==> config.mk <==
export PLATFORM = sky130hd
export DESIGN_NAME = adder32_reg65_flat
export DESIGN_NICKNAME = d
export VERILOG_FILES = /design/src/rtl/muldiv_pkg.sv /design/src/rtl/adder32_reg65_if.sv /design/src/rtl/adder32_reg65_cla4.sv /design/src/rtl/adder32_reg65.sv /design/src/flat_wrapper.sv
export SDC_FILE = /design/constraint.sdc
export NUM_CORES = 1
export LEC_CHECK = 0
export ABC_CLOCK_PERIOD_IN_PS = 5100
export CAP_MARGIN = 20
export CORE_MARGIN = 2
export CORE_UTILIZATION = 35
export CTS_BUF_LIST = sky130_fd_sc_hd__clkbuf_4 sky130_fd_sc_hd__clkbuf_8 sky130_fd_sc_hd__clkbuf_16
export DETAILED_ROUTE_END_ITERATION = 10
export PLACE_DENSITY_LB_ADDON = 0.12
export SYNTH_ARGS = -nofsm -noshare
export SYNTH_HDL_FRONTEND = slang
export SYNTH_SLANG_ARGS = --single-unit
==> constraint.sdc <==
create_clock -name clock -period 5.1 [get_ports clock]
set_input_delay 1.275 -clock clock [delete_from_list [all_inputs] [get_ports clock]]
set_output_delay 1.275 -clock clock [all_outputs]
set_load 0.05 [all_outputs]
==> src/rtl/muldiv_pkg.sv <==
// Shared widths for the multiply/divide datapath primitives.
package muldiv_pkg;

    localparam int ADD_W = 32;              // adder operand/sum width
    localparam int REG_W = 65;              // holding register width
    localparam int CLA_W = 4;               // bits per carry-lookahead group
    localparam int N_GRP = ADD_W / CLA_W;   // number of cascaded groups

endpackage : muldiv_pkg

==> src/rtl/adder32_reg65_if.sv <==
// Bundle of the adder and register signals for adder32_reg65.
// Optional feature macro: ADDER32_OVF_EN adds the signed-overflow signal ovf.
interface adder32_reg65_if;
    import muldiv_pkg::*;

    // register half
    logic             en;
    logic [REG_W-1:0] d;
    logic [REG_W-1:0] q;

    // adder half
    logic [ADD_W-1:0] a;
    logic [ADD_W-1:0] b;
    logic             cin;
    logic [ADD_W-1:0] sum;
    logic             cout;
`ifdef ADDER32_OVF_EN
    logic             ovf;

    modport master (output en, d, a, b, cin, input q, sum, cout, ovf);
    modport slave  (input en, d, a, b, cin, output q, sum, cout, ovf);
`else
    modport master (output en, d, a, b, cin, input q, sum, cout);
    modport slave  (input en, d, a, b, cin, output q, sum, cout);
`endif

endinterface : adder32_reg65_if

==> src/rtl/adder32_reg65_cla4.sv <==
// 4-bit carry-lookahead group: sum, carry-out and group generate/propagate.
module cla4
    import muldiv_pkg::*;
(
    input  logic [CLA_W-1:0] i_a,
    input  logic [CLA_W-1:0] i_b,
    input  logic             i_cin,
    output logic [CLA_W-1:0] o_s,
    output logic             o_cout,
    output logic             o_g,
    output logic             o_p
);

    logic [CLA_W-1:0] w_g;   // per-bit generate
    logic [CLA_W-1:0] w_p;   // per-bit propagate
    logic [CLA_W:0]   w_c;   // carry into each bit, plus carry out

    assign w_g = i_a & i_b;
    assign w_p = i_a ^ i_b;

    // Every carry is flattened from i_cin so no carry ripples inside the group.
    assign w_c[0] = i_cin;
    assign w_c[1] = w_g[0] | (w_p[0] & i_cin);
    assign w_c[2] = w_g[1] | (w_p[1] & w_g[0]) | (w_p[1] & w_p[0] & i_cin);
    assign w_c[3] = w_g[2] | (w_p[2] & w_g[1]) | (w_p[2] & w_p[1] & w_g[0])
                  | (w_p[2] & w_p[1] & w_p[0] & i_cin);

    assign o_g = w_g[3] | (w_p[3] & w_g[2]) | (w_p[3] & w_p[2] & w_g[1])
               | (w_p[3] & w_p[2] & w_p[1] & w_g[0]);
    assign o_p = &w_p;

    assign w_c[4] = o_g | (o_p & i_cin);

    assign o_s    = w_p ^ w_c[CLA_W-1:0];
    assign o_cout = w_c[CLA_W];

endmodule : cla4

==> src/rtl/adder32_reg65.sv <==
// 32-bit carry-lookahead adder (8 groups, ripple between groups) and an
// independent 65-bit enabled register with synchronous clear.
// Optional feature macro: ADDER32_OVF_EN exposes signed overflow on ovf.
module adder32_reg65
    import muldiv_pkg::*;
(
    input  logic            clock,
    input  logic            reset,
    adder32_reg65_if.slave  io_bus
);

    logic [N_GRP:0]   w_c;     // carry into each group; top bit is cout
    logic [N_GRP-1:0] w_g;     // group generate
    logic [N_GRP-1:0] w_p;     // group propagate
    logic [ADD_W-1:0] w_sum;
    logic [REG_W-1:0] r_q;

    assign w_c[0] = io_bus.cin;

    for (genvar gi = 0; gi < N_GRP; gi++) begin : g_cla
        cla4 u_cla4 (
            .i_a    (io_bus.a[gi*CLA_W +: CLA_W]),
            .i_b    (io_bus.b[gi*CLA_W +: CLA_W]),
            .i_cin  (w_c[gi]),
            .o_s    (w_sum[gi*CLA_W +: CLA_W]),
            .o_cout (w_c[gi+1]),
            .o_g    (w_g[gi]),
            .o_p    (w_p[gi])
        );
    end

    // Group G/P are kept for a future second lookahead level; the simple
    // inter-group ripple does not need them.
    logic w_unused_gp;
    assign w_unused_gp = ^{w_g, w_p};

    assign io_bus.sum  = w_sum;
    assign io_bus.cout = w_c[N_GRP];

`ifdef ADDER32_OVF_EN
    // The carry into bit 31 is a[31]^b[31]^sum[31]; overflow is that XOR cout.
    assign io_bus.ovf = io_bus.a[ADD_W-1] ^ io_bus.b[ADD_W-1]
                      ^ w_sum[ADD_W-1] ^ w_c[N_GRP];
`endif

    // Holding register: synchronous clear wins over load, otherwise hold.
    always_ff @(posedge clock) begin
        // NOTE: state is updated with <= so every reader of r_q sees the pre-edge
        // value; reset is sampled on the edge only and takes priority over en.
        if (reset) begin
            r_q <= '0;
        end else if (io_bus.en) begin
            r_q <= io_bus.d;
        end
    end

    assign io_bus.q = r_q;

endmodule : adder32_reg65

==> src/flat_wrapper.sv <==
// flat-port wrapper written by rule: the top's interface ports become plain ports
module adder32_reg65_flat import muldiv_pkg::*;
  (clock, reset, io_bus_en, io_bus_d, io_bus_a, io_bus_b, io_bus_cin, io_bus_q, io_bus_sum, io_bus_cout);
  adder32_reg65_if io_bus_i ();
  input  logic clock;
  input  logic reset;
  input wire logic [$bits(io_bus_i.en)-1:0] io_bus_en;
  input wire logic [$bits(io_bus_i.d)-1:0] io_bus_d;
  input wire logic [$bits(io_bus_i.a)-1:0] io_bus_a;
  input wire logic [$bits(io_bus_i.b)-1:0] io_bus_b;
  input wire logic [$bits(io_bus_i.cin)-1:0] io_bus_cin;
  output wire logic [$bits(io_bus_i.q)-1:0] io_bus_q;
  output wire logic [$bits(io_bus_i.sum)-1:0] io_bus_sum;
  output wire logic [$bits(io_bus_i.cout)-1:0] io_bus_cout;
  assign io_bus_i.en = io_bus_en;
  assign io_bus_i.d = io_bus_d;
  assign io_bus_i.a = io_bus_a;
  assign io_bus_i.b = io_bus_b;
  assign io_bus_i.cin = io_bus_cin;
  assign io_bus_q = io_bus_i.q;
  assign io_bus_sum = io_bus_i.sum;
  assign io_bus_cout = io_bus_i.cout;
  adder32_reg65 u_core (.clock(clock), .reset(reset), .io_bus(io_bus_i));
endmodule
== Word-level counts from Yosys, hierarchy flattened ==
Cells that the tools add are included.

* Reduce and logical (&&, ||, !) cells: 8
* Mux-type cells: 0
* Divide/modulo/power cells: 0
* Bitwise operators: 224
* Shifts and indexed selects: 0
* Multipliers: 0
* Order comparisons: 0
* Eq/ne operators: 0
* Add/sub/neg operators: 0

{| class="wikitable"
|+ Operators by type and width
! operator !! number
|-
| $and 1x1->1 || 120
|-
| $or 1x1->1 || 80
|-
| $xor 4x4->4 || 16
|-
| $and 4x4->4 || 8
|-
| $reduce_and 4->1 || 8
|}

* Memories: 0
* Bits in writable memories: 0
* Output and inout port bits: 98
* Register bits: 65
* Input port bits: 133
* Bits in read-only memories: 0
* Word-level logic and storage cells: 233
* Bits in latches: 0

== Logic depth before layout (Yosys ltp) ==
Gate-level depths: netlist of run 1.

* Depth after elaboration: 21
* Depth in mapped cells: 10
* Gate-level depth less buffers: 10

== Modules after synthesis ==
Synthesis of run 1 repeated with hierarchy kept, for this count alone.

* Cell total of the unflattened synthesis: 385
* Area total of the unflattened synthesis: 3,871.2 µm²

{| class="wikitable"
|+ Modules (own cells, without submodules)
! module !! times used !! sequential area each (µm²) !! cells each !! area each (µm²)
|-
| adder32_reg65 || 1 || 1,301.2 || 209 || 2,342.2
|-
| cla4 at u_core.g_cla[2].u_cla4 ... || 6 || 0.0 || 22 || 193.9
|-
| cla4 at u_core.g_cla[0].u_cla4 ... || 2 || 0.0 || 22 || 182.7
|}

== Worst setup path before layout of run 1 ==
Ideal clock, no wire load.

* Path type: input to output
* From: in io_bus_b[17]
* To: out io_bus_sum[29]
* Arrival: 3.765 ns
* Path buffers: 0
* Slack: 0.060 ns
* Data required time: 3.825 ns
* Stages: 9
* Path through: ha_1 > a21o_1 > a21o_1 > a221oi_2 > o21ai_1 > o21ai_1 > nand2_1 > fa_1 > xor2_1

* Word-level cells in the longest chain between the ends: 12
* Elaborated cells between the ends (all ways): 17
* Those cells by class: bitwise (16); reduce/logical (1)

{| class="wikitable"
|+ Ends and longest elaborated chain
! what !! line !! source
|-
| from (decl) || flat_wrapper.sv:10 || <nowiki>input wire logic [$bits(io_bus_i.b)-1:0] io_bus_b;</nowiki>
|-
| $and 4x4->4 or $xor 4x4->4 (tied branches) || adder32_reg65_cla4.sv:18, adder32_reg65_cla4.sv:19 ||
|-
| $and 1x1->1, on equally long branches || adder32_reg65_cla4.sv:28, adder32_reg65_cla4.sv:29 ||
|-
| $or 1x1->1 or $and 1x1->1 (tied branches) || adder32_reg65_cla4.sv:28, adder32_reg65_cla4.sv:29 ||
|-
| $or 1x1->1 || adder32_reg65_cla4.sv:29 || <nowiki>| (w_p[3] & w_p[2] & w_p[1] & w_g[0]);</nowiki>
|-
| $or 1x1->1 * || adder32_reg65_cla4.sv:32 || <nowiki>assign w_c[4] = o_g | (o_p & i_cin);</nowiki>
|-
| $and 1x1->1 * || adder32_reg65_cla4.sv:32 ||
|-
| $or 1x1->1 * || adder32_reg65_cla4.sv:32 ||
|-
| $and 1x1->1 * || adder32_reg65_cla4.sv:32 ||
|-
| $or 1x1->1 * || adder32_reg65_cla4.sv:32 ||
|-
| $and 1x1->1 * || adder32_reg65_cla4.sv:23 || <nowiki>assign w_c[1] = w_g[0] | (w_p[0] & i_cin);</nowiki>
|-
| $or 1x1->1 * || adder32_reg65_cla4.sv:23 ||
|-
| $xor 4x4->4 * || adder32_reg65_cla4.sv:34 || <nowiki>assign o_s = w_p ^ w_c[CLA_W-1:0];</nowiki>
|-
| to (decl) || flat_wrapper.sv:13 || <nowiki>output wire logic [$bits(io_bus_i.sum)-1:0] io_bus_sum;</nowiki>
|}

Mark *: on every way between the ends. The rest lies on a longest branch, timed or not.

== Worst setup path in the final report of run 1 ==
* From: in io_bus_b[2]
* To: out io_bus_sum[26]

* Word-level cells in the longest chain between the ends: 19
* Elaborated cells between the ends (all ways): 26
* Those cells by class: bitwise (25); reduce/logical (1)

{| class="wikitable"
|+ Ends and longest elaborated chain
! what !! line !! source
|-
| $and 4x4->4 or $xor 4x4->4 (tied branches) || adder32_reg65_cla4.sv:18, adder32_reg65_cla4.sv:19 ||
|-
| $and 1x1->1, on equally long branches || adder32_reg65_cla4.sv:28, adder32_reg65_cla4.sv:29 ||
|-
| $or 1x1->1 (tied with other cells) || adder32_reg65_cla4.sv:28 || <nowiki>assign o_g = w_g[3] | (w_p[3] & w_g[2]) | (w_p[3] & w_p[2] & w_g[1])</nowiki>
|-
| $or 1x1->1 or $and 1x1->1 (tied branches) || adder32_reg65_cla4.sv:28, adder32_reg65_cla4.sv:29 ||
|-
| $or 1x1->1 || adder32_reg65_cla4.sv:29 ||
|-
| $or 1x1->1 * || adder32_reg65_cla4.sv:32 ||
|-
| $and 1x1->1 * || adder32_reg65_cla4.sv:32 ||
|-
| $or 1x1->1 * || adder32_reg65_cla4.sv:32 ||
|-
| (+3 left out) || - ||
|-
| $or 1x1->1 * || adder32_reg65_cla4.sv:32 ||
|-
| $and 1x1->1 * || adder32_reg65_cla4.sv:32 ||
|-
| $or 1x1->1 * || adder32_reg65_cla4.sv:32 ||
|-
| $and 1x1->1 * || adder32_reg65_cla4.sv:32 ||
|-
| $or 1x1->1 * || adder32_reg65_cla4.sv:32 ||
|-
| $and 1x1->1 * || adder32_reg65_cla4.sv:24 || <nowiki>assign w_c[2] = w_g[1] | (w_p[1] & w_g[0]) | (w_p[1] & w_p[0] & i_cin);</nowiki>
|-
| $or 1x1->1 * || adder32_reg65_cla4.sv:24 ||
|-
| $xor 4x4->4 * || adder32_reg65_cla4.sv:34 ||
|}

Marked as above.

==> summary.md, run 1 <==
| Metric | Value |
|---|---|
| Number of CTS-inserted buffers | 9 |
| Drc violations | 0 |
| Initial core utilization | between 30% and 40% |
| Routed WL per cell | 15.8 um |
| Post-synthesis compound-gate area fraction | a little over a tenth |
| Clock skew | 0 ns |
| Vias in the first global route | about 3,500 |
| Clock sink count | 65 |
| Yosys top cell by area | dfxtp_1 |
| CTS max path bufs | 2 |
| Mux contribution to synthesized area | between 10% and 20% |
| Synthesis-to-layout area growth | 96.4% |
| Required time of the critical path | between 3 and 4 ns |
| Crit-path max cell delay | approximately 0.46 ns |
| CP Data Arrival Time | between 3 and 4 ns |
| Simple-gate portion of the synthesized area | 11.4% |
| Initial DRT Pass Iterations | 4 |
| Register bit count reported by yosys | between 60 and 70 |
| Clock Pin Slew Worst Setup and Hold Paths | 0.07 ns |
| Filler cell count | 701 |
| Max_cap viols | 0 |
| Most common cell in the netlist | nor2_1 |
| Vias per std cell | between 4 and 5 |
| CP endpoint kind | primary output |
| Post-layout nets | between 700 and 800 |
| Post-synth EDFFs | 0 |
| CTS Root Buffer Type | clkbuf_8 |
| Adder-Cell Fraction of Synth Area | between 15 and 20% |
| Register area share after synthesis | a little over a third |
| Mapped Cells | approximately 360 |
| Max Transition Viols Final | 0 |
| Routed Antenna Nets | 0 |
| Overall Global Routing Usage | between 20% and 30% |
| Slowest stage cell, crit path | clkdlybuf4s50_1 |
| DIE AREA | between 10,000 and 15,000 um2 |
| Port Buffer Count | 230 |
| Core ar. | 9860 um2 |
| CP Launch Type | input pin |
| Post-synthesis average cell area | approximately 10 um2 |
| CP Launch Point | io_bus_b[2] |
| Post-Route WL | around 12,000 um |
| First-pass GRT wire length | approximately 18,000 um |
| Flip-flop count of the largest register after layout | 65 |
| Main combinational cell family by area after synthesis | multiplexers |
| Non-filler cells, final | approximately 760 |
| CTS tree | built |
| Hold Fails Final Rpt | 0 |
| Placed Cells | approximately 740 |
| Initial antenna violation count | 0 |
| Num rows | 36 |
| Hold_sp | u_core.io_bus.q[17] |
| Rel. slew slack | 29.0% |
| Antenna cells | 0 |
| Fraction of registers with async set/reset | 0% |
| Dpl hpwl | between 9000 and 10,000 um |
| Via count | 3,581 |
| F_max | ~200 MHz |
| Synth area leaders | dfxtp_1, mux2i_1, ha_1 |
| Synth unique cells | 37 |
| Worst path top cell family by delay | compound AO/OA/AOI/OAI gates |
| Grt ovf | 0 |
| Clk Latency, worst-skew pair | between 0.3 and 0.4 ns |
| Worst r2r src | u_core.io_bus.q[11] |
| Worst Hold Class | reg2reg |
| Final worst-path cycle share | 97.7% |
| Synth warn | 0 |
| Xor and xnor area share after synthesis | 5.86% |
| Power per cell area | about 290 nW/um2 |
| Cell Area, Synth | 3590 um2 |
| Leak Pwr | about 0.0031 uW |
| Die Height | 105 um |
| Share of the synthesized area in the top cell type | 36.2% |
| Layout cells sized above 1 | roughly a fifth |
| Top FF cell, synth | dfxtp_1 |
| CTS Hold Buffers Added | 0 |
| Die X-Extent | about 110 um |
| First DRT Iteration DRCs | 100 |
| Synth cell count leaders | nor2_1, dfxtp_1, mux2i_1 |
| VDD IR max | 0.200 mV |
| I/O pin count | between 200 and 250 |
| Status | finished clean |
| GPL Wtd Cong | a little under 0.9 |
| Setup Viol. Count Final | 0 |
| Crit path buf inv count | 3 |
| Largest net degree at the start of global routing | 66 |
| Pwr Total | roughly 2000 uW |
| Synthesized Nets | around 530 |
| H-tree depth | 3 |
| CP Class | in2out |
| Crit path max fanout | 3 |
| Worst slew pin tran | about 1.1 ns |
| Final min period | approximately 5 ns |
| Crit-path cells | clkdlybuf4s50_1, ha_4, o21ai_2, o21bai_1, a21o_1, nand4_4, a21oi_4, or2_4, buf_4, a31oi_1, xnor2_1, buf_12 |
-- worst paths after layout --
| kind | end | slack (ns) | depth (start not counted) |
|---|---|---|---|
| worst max-delay path | io_bus_sum[26] | 0.12 | 12 |
| worst min-delay path | u_core.io_bus.q[17] | 0.49 | 2 |
| worst max register to register | u_core.io_bus.q[11] | 4.46 | 2 |
| worst min register to register | u_core.io_bus.q[17] | 0.49 | 2 |
-- where the power goes --
group | internal (uW) | switching [uW] | total, uW
registers | 538 | 15.2 | 553
logic | 492 | 551 | 1040
clock network | 230 | 210 | 440
-- kinds of logic after synthesis --
kind of cell    after synthesis
compound gates               51
flops                        65
buf+inv                      20
xor+xnor                     24
fa+ha+maj                    40
simple gates                 96
mux                          65
-- layout by cell type (no fill, tap or decap), types with 9 or more instances in the layout --
master and count:
mux2i_1 65, nor2_1 68, ha_1 23, clkbuf_8 9
dfxtp_1 65, nand2_1 11, buf_4 33, buf_12 29
a21o_1 12, a21oi_1 10, clkdlybuf4s50_1 190, dlymetal6s2s_1 9
-- repair_timing --
item | CTS | global route
gates resized for setup | 10 | 46
setup buffers | 1 | 2
pin swaps | 5 | 29
setup endpoints to repair | 10 | 21
-- metrics by stage --
stage	setup WS, ns	hold WS, ns	cell area (um2)	util, %	TNS, ns
after floorplan	0.0601	0.737	3590	-	0
after global placement	-0.120	0.471	6500	65.9	-0.226
after detailed placement	-0.132	0.480	6500	65.9	-0.508
after CTS	0.00222	0.497	6770	68.6	0
after global routing	-0.0137	0.530	7050	71.5	-0.0191
final	0.116	0.491	7050	71.5	0
-- area by class of cell --
cell class              count  area [um2]  area share [%]
clock buffers               9         124            1.76
clock inverters             7        77.6            1.10
inverters                   6        22.5           0.319
multi-input cells         276        2490            35.3
flip-flops and latches     65        1300            18.5
well taps                 133         166            2.36
repair buffers            263        2870            40.7
-- routing by layer --
metal	part of all wire [%]	GRT usage [%]	vias up
met3	8.1	6.93	12
met4	1.4	5.43	0
li1	-	-	1764
met1	41	24.7	1662
met5	0	0	-
met2	49	34.9	143
-- worst register-to-register path, delay by kind of cell (launching register included) --
| kind | cells | cell delay, ns |
|---|---|---|
| flip-flops | 1 | 0.32 |
| multiplexers | 1 | 0.15 |
| AND/OR/NAND/NOR | 1 | 0.06 |
Note: power is estimated with default switching activity, not from simulation.
==> run 2, diff against run 1 <==
--- a/config.mk
+++ b/config.mk
@@ -6,12 +6,14 @@
 export NUM_CORES = 1
 export LEC_CHECK = 0
 export ABC_CLOCK_PERIOD_IN_PS = 5100
-export CAP_MARGIN = 20
+export CAP_MARGIN = 10
 export CORE_MARGIN = 2
 export CORE_UTILIZATION = 35
 export CTS_BUF_LIST = sky130_fd_sc_hd__clkbuf_4 sky130_fd_sc_hd__clkbuf_8 sky130_fd_sc_hd__clkbuf_16
 export DETAILED_ROUTE_END_ITERATION = 10
 export PLACE_DENSITY_LB_ADDON = 0.12
+export REMOVE_ABC_BUFFERS = 1
 export SYNTH_ARGS = -nofsm -noshare
 export SYNTH_HDL_FRONTEND = slang
 export SYNTH_SLANG_ARGS = --single-unit
+export TNS_END_PERCENT = 50
==> run 2 against run 1 <==
Clock power grew 4.5%; highest routed layer unchanged; routed wire length shrank 2.3%; sequential power is essentially flat; global-route usage grew 0.099 points; largest power group unchanged; critical endpoint is now io_bus_sum[22].
==> summary.md, run 2 (synthesis results as in run 1) <==
| Metric | Value |
|---|---|
| Status | finished clean |
| First DRT Iteration DRCs | 102 (+2.0%) |
| CP Class | in2out |
| Post-Route WL | 11,700 um (-2.3%) |
| Die Height | 105 um (unchanged) |
| CTS max path bufs | 2 (unchanged) |
| Synthesis-to-layout area growth | 90.5% |
| Layout cells sized above 1 | 18.1% (-2.8 points) |
| Worst slew pin tran | 1.12 ns (+0.0568 ns) |
| Grt ovf | 0 (unchanged) |
| Leak Pwr | 0.00303 uW (-3.3%) |
| Multi-input gate area | 2390 um2 (-4.1%) |
| Pwr Total | 2030 uW (-0.19%) |
| Crit-path cells | clkdlybuf4s50_1, ha_4, a21o_1, a21o_1, a221oi_2, buf_4, o21ai_1, a211o_1, xor2_1, buf_12 |
| Overall Global Routing Usage | 20.6% (+0.099 points) |
| Commonest non-fill, non-tap cell in the layout | clkdlybuf4s50_1 |
| F_max | 199 MHz (-1.1%) |
| Vias in the first global route | 3,663 (+4.0%) |
| Max_cap viols | 0 (unchanged) |
| Post-layout nets | 781 (-1.6%) |
| Worst path top cell family by delay | compound AO/OA/AOI/OAI gates |
| Filler cell count | 737 (+5.1%) |
| GPL Wtd Cong | 0.843 (-3.8%) |
| Dpl hpwl | 9120 um (-1.1%) |
| Required time of the critical path | 3.83 ns (about the same) |
| Initial DRT Pass Iterations | 4 (unchanged) |
| Routed Antenna Nets | 0 (unchanged) |
| CP Data Arrival Time | 3.76 ns (+0.05 ns) |
| Crit path buf inv count | 3 (unchanged) |
| Max Transition Viols Final | 0 (unchanged) |
| Hold Fails Final Rpt | 0 (unchanged) |
| Number of CTS-inserted buffers | 9 (unchanged) |
| Num rows | 36 (unchanged) |
| Clock Pin Slew Worst Setup and Hold Paths | 0.06 ns (about the same) |
| Most used cell, CP | a21o_1 |
| Rel. slew slack | 25.2% (-3.8 points) |
| Sequential cell area | 1300 um2 (unchanged) |
| Routed WL per cell | 15.7 um (-0.58%) |
| Final worst-path cycle share | 98.8% (+1.0 points) |
| CTS Root Buffer Type | clkbuf_8 |
| Slowest stage cell, crit path | clkdlybuf4s50_1 |
| DIE AREA | 11,100 um2 (unchanged) |
| Clock sink count | 65 (unchanged) |
| Antenna cells | 0 (unchanged) |
| DP Area | 6420 um2 (-1.3%) |
| Setup Viol. Count Final | 0 (unchanged) |
| First-pass GRT wire length | 18,200 um (+0.34%) |
| Clock skew | 0 ns (unchanged) |
| Most frequent cells in the layout | clkdlybuf4s50_1, nor2_1, mux2i_1, dfxtp_1, buf_12 |
| Die X-Extent | 105 um (unchanged) |
| Clk Latency, worst-skew pair | 0.34 ns (about the same) |
| Crit path max fanout | 3 (unchanged) |
| Vias per std cell | 4.75 (+0.58%) |
| Core ar. | 9860 um2 (unchanged) |
| Via count | 3,540 (-1.1%) |
| Port Buffer Count | 230 (unchanged) |
| Largest net degree at the start of global routing | 66 (unchanged) |
| CP Launch Type | input pin |
| Initial antenna violation count | 0 (unchanged) |
| Worst Hold Class | reg2reg |
| Initial core utilization | 36.4% (unchanged) |
| Final min period | 5.04 ns (+0.0532 ns) |
| VDD IR max | 0.256 mV (+28%) |
| RSZ-0062 raised after global routing | true |
| Power per cell area | 297 nW/um2 (+2.9%) |
| Post-route cell area | 6840 um2 (-3.0%) |
| H-tree depth | 3 (unchanged) |
| Crit-path max cell delay | 0.52 ns (+0.06 ns) |
| CP endpoint kind | primary output |
| I/O pin count | 231 (unchanged) |
| CTS tree | built |
| Flip-flop count of the largest register after layout | 65 (unchanged) |
| Drc violations | 0 (unchanged) |
-- run 2: timing repair --
action                                  in CTS  in global routing
hold endpoints to repair                     0                  0
gates resized for setup                      4                 31
hold buffers                                 0                  0
cloned                                       0                  0
setup buffers                                0                  2
pin swaps                                    3                 16
endpoints found under the setup margin       5                 23
-- run 2: area by class of cell --
| type | count | share of cell area [%] |
|---|---|---|
| inverter | 6 | 0.329 |
| tap | 133 | 2.43 |
| clock inverter | 4 | 0.732 |
| clock buffer | 12 | 2.42 |
| multi-input combinational | 276 | 34.9 |
| timing repair buffer | 250 | 40.2 |
| sequential | 65 | 19.0 |
-- run 2: worst reg2reg max path: cells and delay by family (launching register included) --
kind          cells  cell delay [ns]
flops             1             0.31
mux               1             0.15
simple gates      1             0.07
-- run 2: stage by stage --
stage               utilization (%)  std cells  worst slack (ns)  hold slack (ns)  setup TNS [ns]
detailed placement             65.1        728           -0.0868            0.486          -0.225
finish                         69.3        746            0.0625            0.501               0
global route                   69.3        746           -0.0282            0.520         -0.0985
global placement               65.1        728           -0.0493            0.471         -0.0826
CTS                            67.5        744          0.000631            0.505               0
floorplan                         -        347            0.0601            0.733               0
-- run 2: worst paths after layout --
kind	start	to	slack (ns)	cells after the start
max reg2reg	u_core.io_bus.q[34]	u_core.io_bus.q[34]	4.41	2
max	io_bus_b[17]	io_bus_sum[22]	0.06	10
min reg2reg	u_core.io_bus.q[57]	u_core.io_bus.q[57]	0.50	2
min	u_core.io_bus.q[57]	u_core.io_bus.q[57]	0.50	2
-- run 2: report_power, final --
part / total [uW] / switching [uW] / internal, uW
Sequential: 554 / 15.6 / 538
Clock: 460 / 196 / 265
Combinational: 1020 / 544 / 474
-- run 2: metal layers --
| layer | vias up | track usage [%] | share of wire [%] |
|---|---|---|---|
| met5 | - | 0 | 0 |
| met4 | 0 | 7.43 | 2.1 |
| met3 | 18 | 7.98 | 8.7 |
| met2 | 149 | 35.1 | 49 |
| met1 | 1635 | 23.3 | 41 |
| li1 | 1738 | - | - |
